$ cat src/rtl/adc_sample_sequencer.sv
// Periodic sampling scheduler for the 4-channel I2C ADC: sample-rate tick, round-robin
// channel pick, one read per tick with NACK/timeout retry, and a tagged 12-bit sample out.
module adc_sample_sequencer #(
  parameter int unsigned SAMPLE_DIV = 1000,
  parameter int unsigned TIMEOUT    = 255,
  parameter int unsigned MAX_RETRY  = 3
) (
  input  logic        CLK,
  input  logic        RST,
  input  logic        EN,
  input  logic [3:0]  ch_mask,
  output logic        xact_req,
  output logic [7:0]  xact_cfg,
  input  logic        xact_ack,
  input  logic        xact_done,
  input  logic        xact_nack,
  input  logic [15:0] xact_data,
  output logic        sample_valid,
  output logic [11:0] sample_data,
  output logic [1:0]  sample_ch,
  output logic        busy,
  output logic        overrun,
  output logic [7:0]  err_count
);

  localparam int unsigned TIMER_W = (SAMPLE_DIV > 1) ? $clog2(SAMPLE_DIV) : 1;
  localparam int unsigned TO_W    = 16;
  localparam int unsigned RETRY_W = 4;

  typedef enum logic [2:0] {
    IDLE      = 3'd0,
    WAIT_TICK = 3'd1,
    REQ       = 3'd2,
    WAIT_DONE = 3'd3,
    RETRY     = 3'd4
  } state_e;

  state_e             state_q, state_d;
  logic [TIMER_W-1:0] timer_q;
  logic [TO_W-1:0]    to_cnt_q, to_cnt_d;
  logic [RETRY_W-1:0] retry_q, retry_d;
  logic [1:0]         ch_q, ch_d;
  logic [1:0]         last_ch_q, last_ch_d;
  logic               abort_q, abort_d;

  logic               xact_req_d;
  logic [7:0]         xact_cfg_d;
  logic               sample_valid_d;
  logic [11:0]        sample_data_d;
  logic [1:0]         sample_ch_d;
  logic               busy_d;
  logic               overrun_d;
  logic [7:0]         err_count_d;

  logic               tick_c;
  logic               mask_any_c;
  logic               resp_good_c;
  logic               timeout_c;
  logic               finish_c;
  logic [1:0]         next_ch_c;

  // First enabled channel after 'last', searching upward with wrap.
  function automatic logic [1:0] pick_next(input logic [1:0] last, input logic [3:0] mask);
    logic [1:0] cand;
    logic [1:0] pick;
    logic       found;
    pick  = last;
    found = 1'b0;
    for (int i = 1; i <= 4; i++) begin
      cand = last + 2'(i);
      if (!found && mask[cand]) begin
        pick  = cand;
        found = 1'b1;
      end
    end
    return pick;
  endfunction

  assign tick_c      = EN && (timer_q == TIMER_W'(SAMPLE_DIV - 1));
  assign mask_any_c  = |ch_mask;
  assign next_ch_c   = pick_next(last_ch_q, ch_mask);
  assign resp_good_c = !xact_nack && (xact_data[15:14] == 2'b00) && (xact_data[13:12] == ch_q);
  assign timeout_c   = (state_q == WAIT_DONE) && (to_cnt_q == TO_W'(TIMEOUT));

  // Sample-rate timer, free-running while enabled.
  always_ff @(posedge CLK or posedge RST) begin
    if (RST) begin
      timer_q <= '0;
    end else if (!EN || tick_c) begin
      timer_q <= '0;
    end else begin
      timer_q <= timer_q + TIMER_W'(1);
    end
  end

  always_ff @(posedge CLK or posedge RST) begin
    if (RST) begin
      state_q      <= IDLE;
      to_cnt_q     <= '0;
      retry_q      <= '0;
      ch_q         <= '0;
      last_ch_q    <= 2'd3;
      abort_q      <= 1'b0;
      xact_req     <= 1'b0;
      xact_cfg     <= 8'h00;
      sample_valid <= 1'b0;
      sample_data  <= '0;
      sample_ch    <= '0;
      busy         <= 1'b0;
      overrun      <= 1'b0;
      err_count    <= '0;
    end else begin
      state_q      <= state_d;
      to_cnt_q     <= to_cnt_d;
      retry_q      <= retry_d;
      ch_q         <= ch_d;
      last_ch_q    <= last_ch_d;
      abort_q      <= abort_d;
      xact_req     <= xact_req_d;
      xact_cfg     <= xact_cfg_d;
      sample_valid <= sample_valid_d;
      sample_data  <= sample_data_d;
      sample_ch    <= sample_ch_d;
      busy         <= busy_d;
      overrun      <= overrun_d;
      err_count    <= err_count_d;
    end
  end

  always_comb begin
    state_d        = state_q;
    to_cnt_d       = to_cnt_q;
    retry_d        = retry_q;
    ch_d           = ch_q;
    last_ch_d      = last_ch_q;
    abort_d        = abort_q;
    xact_req_d     = 1'b0;
    xact_cfg_d     = xact_cfg;
    sample_valid_d = 1'b0;
    sample_data_d  = sample_data;
    sample_ch_d    = sample_ch;
    err_count_d    = err_count;
    overrun_d      = overrun;
    finish_c       = 1'b0;

    case (state_q)
      IDLE: begin
        if (EN) state_d = WAIT_TICK;
      end
      WAIT_TICK: begin
        if (!EN) begin
          state_d = IDLE;
        end else if (tick_c && mask_any_c) begin
          ch_d       = next_ch_c;
          retry_d    = '0;
          abort_d    = 1'b0;
          xact_cfg_d = {4'(4'b0001 << next_ch_c), 4'b0000};
          xact_req_d = 1'b1;
          state_d    = REQ;
        end
      end
      REQ: begin
        // Ack wins over a concurrent EN drop: once accepted, the transfer runs to completion.
        if (xact_ack) begin
          to_cnt_d = TO_W'(1);
          if (xact_done) begin
            finish_c = 1'b1;
          end else begin
            abort_d = !EN;
            state_d = WAIT_DONE;
          end
        end else if (!EN) begin
          state_d = IDLE;
        end else begin
          xact_req_d = 1'b1;
        end
      end
      WAIT_DONE: begin
        to_cnt_d = to_cnt_q + TO_W'(1);
        if (xact_done || timeout_c) begin
          finish_c = 1'b1;
        end else if (!EN) begin
          abort_d = 1'b1;
        end
      end
      RETRY: begin
        if (!EN) begin
          state_d = IDLE;
        end else if (retry_q < RETRY_W'(MAX_RETRY)) begin
          retry_d    = retry_q + RETRY_W'(1);
          xact_req_d = 1'b1;
          state_d    = REQ;
        end else begin
          if (err_count != 8'hFF) err_count_d = err_count + 8'd1;
          last_ch_d = ch_q;
          state_d   = WAIT_TICK;
        end
      end
      default: state_d = IDLE;
    endcase

    // Transfer finished (done or timeout): publish, retry, or discard if EN dropped.
    if (finish_c) begin
      abort_d = 1'b0;
      if (abort_q || !EN) begin
        state_d = IDLE;
      end else if (xact_done && resp_good_c) begin
        sample_data_d  = xact_data[11:0];
        sample_ch_d    = ch_q;
        sample_valid_d = 1'b1;
        last_ch_d      = ch_q;
        state_d        = WAIT_TICK;
      end else begin
        state_d = RETRY;
      end
    end

    busy_d = (state_d == REQ) || (state_d == WAIT_DONE) || (state_d == RETRY);

    if (!EN) begin
      overrun_d = 1'b0;
    end else if (tick_c && busy) begin
      overrun_d = 1'b1;
    end
  end

endmodule

$ cat config.mk
export PLATFORM = sky130hd
export DESIGN_NAME = adc_sample_sequencer
export DESIGN_NICKNAME = d
export VERILOG_FILES = /design/src/rtl/adc_sample_sequencer.sv
export SDC_FILE = /design/constraint.sdc
export NUM_CORES = 1
export LEC_CHECK = 0
export CELL_PAD_IN_SITES_DETAIL_PLACEMENT = 1
export CELL_PAD_IN_SITES_GLOBAL_PLACEMENT = 2
export CORE_MARGIN = 5
export CORE_UTILIZATION = 33
export DETAILED_ROUTE_END_ITERATION = 8
export GPL_TIMING_DRIVEN = 0
export PLACE_DENSITY_LB_ADDON = 0.08
export REMOVE_ABC_BUFFERS = 1
export SETUP_SLACK_MARGIN = 0.05
export SLEW_MARGIN = 20
export SYNTH_ARGS = -nofsm -noshare
export SYNTH_HDL_FRONTEND = slang
export SYNTH_SLANG_ARGS = --single-unit
$ cat constraint.sdc
create_clock -name CLK -period 2.55 [get_ports CLK]
set_input_delay 0.51 -clock CLK [delete_from_list [all_inputs] [get_ports CLK]]
set_output_delay 0.51 -clock CLK [all_outputs]
set_load 0.02 [all_outputs]
* Word-level counts from Yosys, hierarchy flattened *
Index checks and enable logic that the tools add are counted.

cells by class
  bitwise logic cells = 2
  shift-type cells = 1
  mux-type cells = 65
  equality and inequality tests = 23
  add/subtract/negate cells = 7
  reduce and logical (&&, ||, !) cells = 32
  magnitude comparators = 5

operator list
  kind                                                                           number
  16-bit one-hot mux with 2 select lines                                         1
  1-bit 2-to-1 mux                                                               28
  3-bit 2-to-1 mux                                                               9
  2-bit 2-to-1 mux                                                               12
  3-bit != test (second input constant)                                          6
  16-bit by 1-bit adder with 16-bit output (second input constant)               1
  16-bit by 8-bit equality test with 1-bit output (second input constant)        1
  16-bit 2-to-1 mux                                                              1
  4-bit 2-to-1 mux                                                               4
  3-bit one-hot mux with 5 select lines                                          1
  3-bit by 2-bit equality test with 1-bit output (second input constant)         4
  2-bit by 3-bit less-than comparator with 1-bit output (second input constant)  4
  10-bit by 1-bit adder with 10-bit output (second input constant)               1
  10-bit equality test (second input constant)                                   1
  1-bit logical AND                                                              10
  10-bit 2-to-1 mux                                                              1
  2-bit != test (second input constant)                                          5
  8-bit by 1-bit adder with 8-bit output (second input constant)                 1
  1-bit binary-select mux with 2-bit select                                      4
  8-bit != test (second input constant)                                          1
  4-bit one-hot mux with 2 select lines                                          1
  7-bit AND reduction                                                            1
  3-bit equality test (second input constant)                                    2
  1-bit one-hot mux with 3 select lines                                          2
  21 further kinds                                                               33

word-level totals
  bits in registers = 68
  output and inout bits = 34
  word-level logic and storage cells = 150

* Depth between registers and ports, before layout *
Gate-level depths: netlist (run 1).

  word-level depth = 14
  gate-level depth with buffers = 7
  gate-level depth less buffers = 6

* Worst setup path after synthesis (run 1) *
Ideal clock, no wire load.

  path type = input to register
  start point = input xact_data[15]
  end point = register sample_data[0]
  stages on the path = 6
  slack = 0.775 ns
  arrival time = 1.648 ns
  library setup time = 0.127 ns
  data required time = 2.423 ns
  path buffers = 1
  path through = nor4b_2 nand3_1 or2_4 inv_4 buf_6 mux2_1

on the way
  longest elaborated chain between the ends = 5

RTL lines
  element                               RTL line  text
  from (decl)                           17        input logic [15:0] xact_data,
  2-bit zero test                       82        assign resp_good_c = !xact_nack && (xact_data[15:14] == 2'b00) && (xact_data[13:12] == ch_q);
  1-bit logical AND (2 in a row)        82
  1-bit logical AND                     207       end else if (xact_done && resp_good_c) begin
  3-bit AND reduction (no source line)  n/a
  to (signal assigned)                  122       sample_data <= sample_data_d;
  to (decl)                             19        output logic [11:0] sample_data,

No other way between the ends.
A chain may end at the register's enable or synchronous reset.

* Final worst setup path (run 1) *
  start point = input EN
  end point = register err_count[7]

on the way
  longest elaborated chain between the ends = 1

RTL lines
  element                               RTL line  text
  from (decl)                           10        input logic EN,
  4-bit AND reduction (no source line)  n/a
  to (signal assigned)                  126       err_count <= err_count_d;
  to (decl)                             23        output logic [7:0] err_count

No other way between the ends.

==> results of run 1 <==
## worst max-delay path, cell delays in order
cell and delay, ns:
clkdlybuf4s50_1 0.69, nand2b_1 0.21, nor4_2 0.39, o21ai_1 0.28, nor3_1 0.28, xor2_1 0.16
## sequential cells by signal (all words and copies together), names as in the netlist, 3 cells and up
| signal | count |
|---|---|
| to_cnt_q | 16 |
| err_count | 8 |
| sample_data | 12 |
| retry_q | 4 |
| xact_cfg | 4 |
| state_q | 3 |
| timer_q | 10 |
## cells by family after synthesis
logic type / after synthesis
xor gates and xnor gates: 17
adders and majority gates: 4
muxes: 19
AOI/OAI and AO/OA: 68
buffers and inverters: 24
other: 1
DFF: 68
and+or+nand+nor: 112
## cell usage in the layout (no fill, tap or decap), types with 3 or more instances in the layout
cell type	count
dfrtp_1	66
clkdlybuf4s50_1	55
nand2_1	26
o21ai_0	22
nor2_1	20
nand3_1	15
mux2_1	14
xnor2_1	11
clkbuf_8	11
and3_1	9
a21oi_1	9
inv_1	7
nand4_1	6
a22o_1	6
xor2_1	6
nor3_1	5
a31oi_1	5
o21ai_1	5
and4_1	4
ha_1	4
conb_1	4
a21o_1	3
nor4_2	3
nand2b_1	3
and2_1	3
mux2i_1	3
o31ai_1	3
nor2b_1	3
bufinv_16	3
## power by group through the flow
stage	Sequential [mW]	Clock, mW	Combinational [mW]
final	1.10	1.14	0.123
after global routing	1.10	1.22	0.138
after CTS	1.10	1.18	0.126
after detailed placement	1.12	0	0.126
after global placement	1.12	0	0.119
after floorplan	1.11	0	0.0564
## per-layer routing
metal / vias to the layer above / routed length, um / GRT usage, %
met5: - / 0 / 0
met1: 1293 / 3750 / 18.4
li1: 1237 / - / -
met2: 46 / 3800 / 23.5
met4: 0 / 59 / 3.69
met3: 4 / 368 / 5.18
## area by class of cell
cell class / count / area (um^2) / share of cell area [%]
Sequential cell: 68 / 1700 / 39.9
Multi-Input combinational cell: 224 / 1500 / 35.2
Timing Repair Buffer: 58 / 593 / 13.9
Tap cell: 133 / 166 / 3.90
Clock buffer: 11 / 151 / 3.55
Clock inverter: 5 / 108 / 2.52
Inverter: 10 / 42.5 / 0.997
## what timing repair did
| item | CTS | global route |
|---|---|---|
| hold buffers | 0 | 0 |
| setup endpoints to repair | 0 | 2 |
| hold endpoints to repair | 0 | 0 |
| setup buffers | 0 | 2 |
## worst max-delay path by stage
stage / slack [ns] / endpoint / cells after the start
finish: 0.30 / err_count[7] / 6
detailed placement: -0.10 / busy / 6
global placement: -1.04 / err_count[4] / 2
CTS: 0.26 / busy / 6
global route: 0.04 / err_count[7] / 6
floorplan: 0.33 / abort_q / 1
==> out/metrics.yaml, run 1 <==
clockBufferDepth: 2
root_buffer: "clkbuf_8"
hold_violations: 0
synth-adder-area-share_pct: 1.51
dpl.hpwl_um: 5640
area_delta_synth_final_pct: 28.5
fin_area_um2: 4270
grt_max_degree: 45
p_int_mw: 1.85
min_period_ns: 2.25
rows: 36
first_pass_iters: 4
io_pins: 60
yosys_most_used_dff: "dfrtp_1"
clockPowerShare_pct: 48.3
critPathCaptureType: "register"
synth_area_um2: 3320
synth_edf_count: 0
hold_path_depth: 1
dpl.cell_count: 491
numCtsBuffers: 9
portBuffers: 55
overflow: 0
cap_violations: 0
die_area_um2: 12200
vias_per_cell: 5.07
fin_worst_skew_ns: 0.0153
synth.area.top_cells: "dfrtp_1 (50%), mux2_1 (4.7%), o21ai_0 (3.3%)"
drv_slew: 0
fin_crit_sh_pct: 88.1
postSynthAreaPerCell_um2: 10.6
synth_warnings: 0
place_ws_ns: -0.103
yosys.area_share.simple_pct: 18.7
path_class: "input pin to register"
n_antenna_cell: 0
critPathLaunchType: "input pin"
tightest_slew_ns: 0.720
synthMostInstantiatedCell: "dfrtp_1"
min_path_type: "register to register"
placed_area_um2: 3990
antenna_found_initial: 0
slew_headroom_pct: 52.0
ff2ff_path_depth: 6
initial_core_util_pct: 34.0
clkTransAtPathRegs_ns: 0.07
fin_util_pct: 43.7
drc: 0
nets: 401
worst_slack_ns: 0.304
synthDistinctLibCells: 60
vias: 2580
drtIter0Drc: 72
ant_nets: 0
grtUsageTotal_pct: 14.5
routedWlPerCell_um: 15.7
combPwrFrac_pct: 5.2
worstSetupStartpoint: "EN"
clk_latency_ns: 0.35
rsz0062_at_grt: "yes"
coreArea_um2: 9770
ys_seq_area_share_pct: 51.3
r2r_end: "busy"
yosysTopAreaCell: "dfrtp_1"
place.gp.congestion: 0.757
fillerInstances: 1117
fmax_ghz: 0.445
p_sw_share_pct: 21.7
path_max_fanout: 10
async_flop_share_pct: 100
cts_sinks: 68
synth_xor_area_share_pct: 4.48
synth_seq_cells: 68
die_h_um: 110
synth_cells: 313
die_w_um: 110
wirelength_um: 7980
p_leak_nw: 1.84
peakVddDrop_v: 0.000250
grt_pass1_vias: 2740
reg2reg_from: "to_cnt_q[0]"
arrival_ns: 2.52
cts_tree: "yes"
cp.required_ns: 2.82
setup_viol: 0
synth-compound-area-share_pct: 13.4
regToRegSetupSlack_ns: 0.58
whs_ns: 0.476
fin_cells: 509
synth_top_family_by_area: "simple AND/OR/NAND/NOR gates"
power_density_nw_per_um2: 553
cts_max_level: 3
synth.area.mux_share_pct: 6.55
post_cts_resized: 0
power_switching_uw: 514
status: "finished, final reports clean"
p_total_mw: 2.36
drive_gt1_share_pct: 10.1
pwr-share-seq_pct: 46.4
holdCritStartpoint: "to_cnt_q[15]"
grt_pass1_wl_um: 13600
synth_top_cell_area_share_pct: 49.7
finalSetupTns_ns: 0
whs_endpoint: "to_cnt_q[15]"
ys_top_cells_by_count: "dfrtp_1 (66), nand2_1 (26), o21ai_0 (22)"
Power figures use the tool's default switching activity.
==> inputs of run 2 (changes only) <==
CORE_UTILIZATION = 36   (was 33)
GPL_TIMING_DRIVEN = not set   (was 0)
clock period = 2.9 ns   (was 2.55 ns; I/O delays follow)
==> out/metrics.yaml, run 2 (synthesis gave the netlist of run 1 again) <==
status: "finished, final reports clean"
clkTransAtPathRegs_ns: 0.07
drive_gt1_share_pct: 10.6
p_int_mw: 1.60
crit_chain: "clkdlybuf4s50_1 > nor4_2 > nand3b_1 > a41oi_1 > or2_1"
rsz0062_at_grt: "no"
fin_crit_sh_pct: 80.3
coreArea_um2: 9110
regToRegSetupSlack_ns: 0.68
min_path_type: "input pin to async pin"
cts_setup_buffers: 0
slew_headroom_pct: 63.1
place.gp.congestion: 0.752
power_density_nw_per_um2: 483
p_total_mw: 2.05
peakVddDrop_v: 0.000201
clockPowerShare_pct: 47.4
place_ws_ns: 0.270
area_delta_synth_final_pct: 27.6
cp.required_ns: 3.13
initial_core_util_pct: 36.5
vias: 2531
min_period_ns: 2.33
vias_per_cell: 5.17
critPathLaunchType: "input pin"
path_max_fanout: 12
fin_util_pct: 46.5
final_common_cell: "dfrtp_1"
cap_violations: 0
pwr-share-seq_pct: 47.1
power_switching_uw: 446
rows: 35
fillerInstances: 1033
drv_slew: 0
first_pass_iters: 4
setup_viol: 0
cts_sinks: 68
grt_pass1_wl_um: 13700
combPwrFrac_pct: 5.4
fin_cells: 490
nets: 404
cts_max_level: 3
cp-endpoint: "busy"
finalSetupTns_ns: 0
arrival_ns: 2.55
wirelength_um: 8040
p_leak_nw: 1.84
top_regs: "to_cnt_q x16, sample_data x12, timer_q x10"
post_cts_resized: 0
hold_violations: 0
routedWlPerCell_um: 16.4
crit_slowest_cell: "nor4_2"
root_buffer: "clkbuf_8"
worstSetupStartpoint: "ch_mask[1]"
cts_tree: "yes"
portBuffers: 55
dpl.cell_count: 474
antenna_found_initial: 0
dpl.hpwl_um: 5900
clk_latency_ns: 0.34
numCtsBuffers: 9
die_h_um: 106
ant_nets: 0
max_stage_delay_ns: 0.56
grt_pass1_vias: 2709
clockBufferDepth: 2
overflow: 0
path_class: "input pin to register"
tightest_slew_ns: 0.549
top_register: "to_cnt_q"
io_pins: 60
fmax_ghz: 0.430
grtUsageTotal_pct: 15.2
reg2reg_from: "timer_q[0]"
final_cell_mix: "dfrtp_1 (66), clkdlybuf4s50_1 (55), nand2_1 (26)"
grt_max_degree: 42
drc: 0
n_antenna_cell: 0
die_area_um2: 11200
p_sw_share_pct: 21.8
r2r_end: "xact_cfg[6]"
fin_worst_skew_ns: 0.00950
cts_hold_buf: 0
worst_slack_ns: 0.572
die_w_um: 106
ff2ff_path_depth: 6
largest_reg_flops: 16
critPathCaptureType: "register"
drtIter0Drc: 64
-- run 2: worst min-delay path by stage --
stage	cells past startpoint	to	slack (ns)
CTS	2	timer_q[9]	0.45
finish	2	timer_q[9]	0.46
global placement	1	sample_data[9]	0.47
detailed placement	1	to_cnt_q[15]	0.46
floorplan	1	to_cnt_q[15]	0.44
global route	2	timer_q[9]	0.47
-- run 2: area by class of cell --
class,instances,area (um^2),area share [%]
clock buffer,10,138,3.25
clock inverter,6,111,2.63
inverter,10,40.0,0.945
multi-input combinational,224,1500,35.4
sequential,68,1700,40.2
tap,111,139,3.28
timing repair buffer,61,608,14.3
-- run 2: through the flow --
stage | cell area [um^2] | hold WS [ns]
after floorplan | 3240 | 0.440
after global placement | 3990 | 0.468
after detailed placement | 3990 | 0.463
after CTS | 4240 | 0.447
after global routing | 4240 | 0.466
final | 4240 | 0.462
-- run 2: worst max-delay path: cells and delay by family --
kind            cells  cell delay [ns]
simple gates        3             1.28
buf+inv             1             0.47
compound gates      1             0.22
-- run 2: routing by layer --
| metal | vias to the layer above | track usage [%] | part of all wire (%) |
|---|---|---|---|
| met2 | 31 | 25.5 | 50 |
| li1 | 1240 | - | - |
| met3 | 6 | 3.10 | 2.3 |
| met4 | 0 | 5.00 | 1.0 |
| met1 | 1254 | 19.6 | 47 |
| met5 | - | 0 | 0 |
-- run 2: power by group through the flow --
stage                     registers, mW  logic [mW]  clock network (mW)
final                             0.964       0.111               0.970
after global routing              0.966       0.124                1.04
after CTS                         0.964       0.114                1.00
after detailed placement          0.983       0.113                   0
after global placement            0.983       0.112                   0
after floorplan                   0.980      0.0496                   0
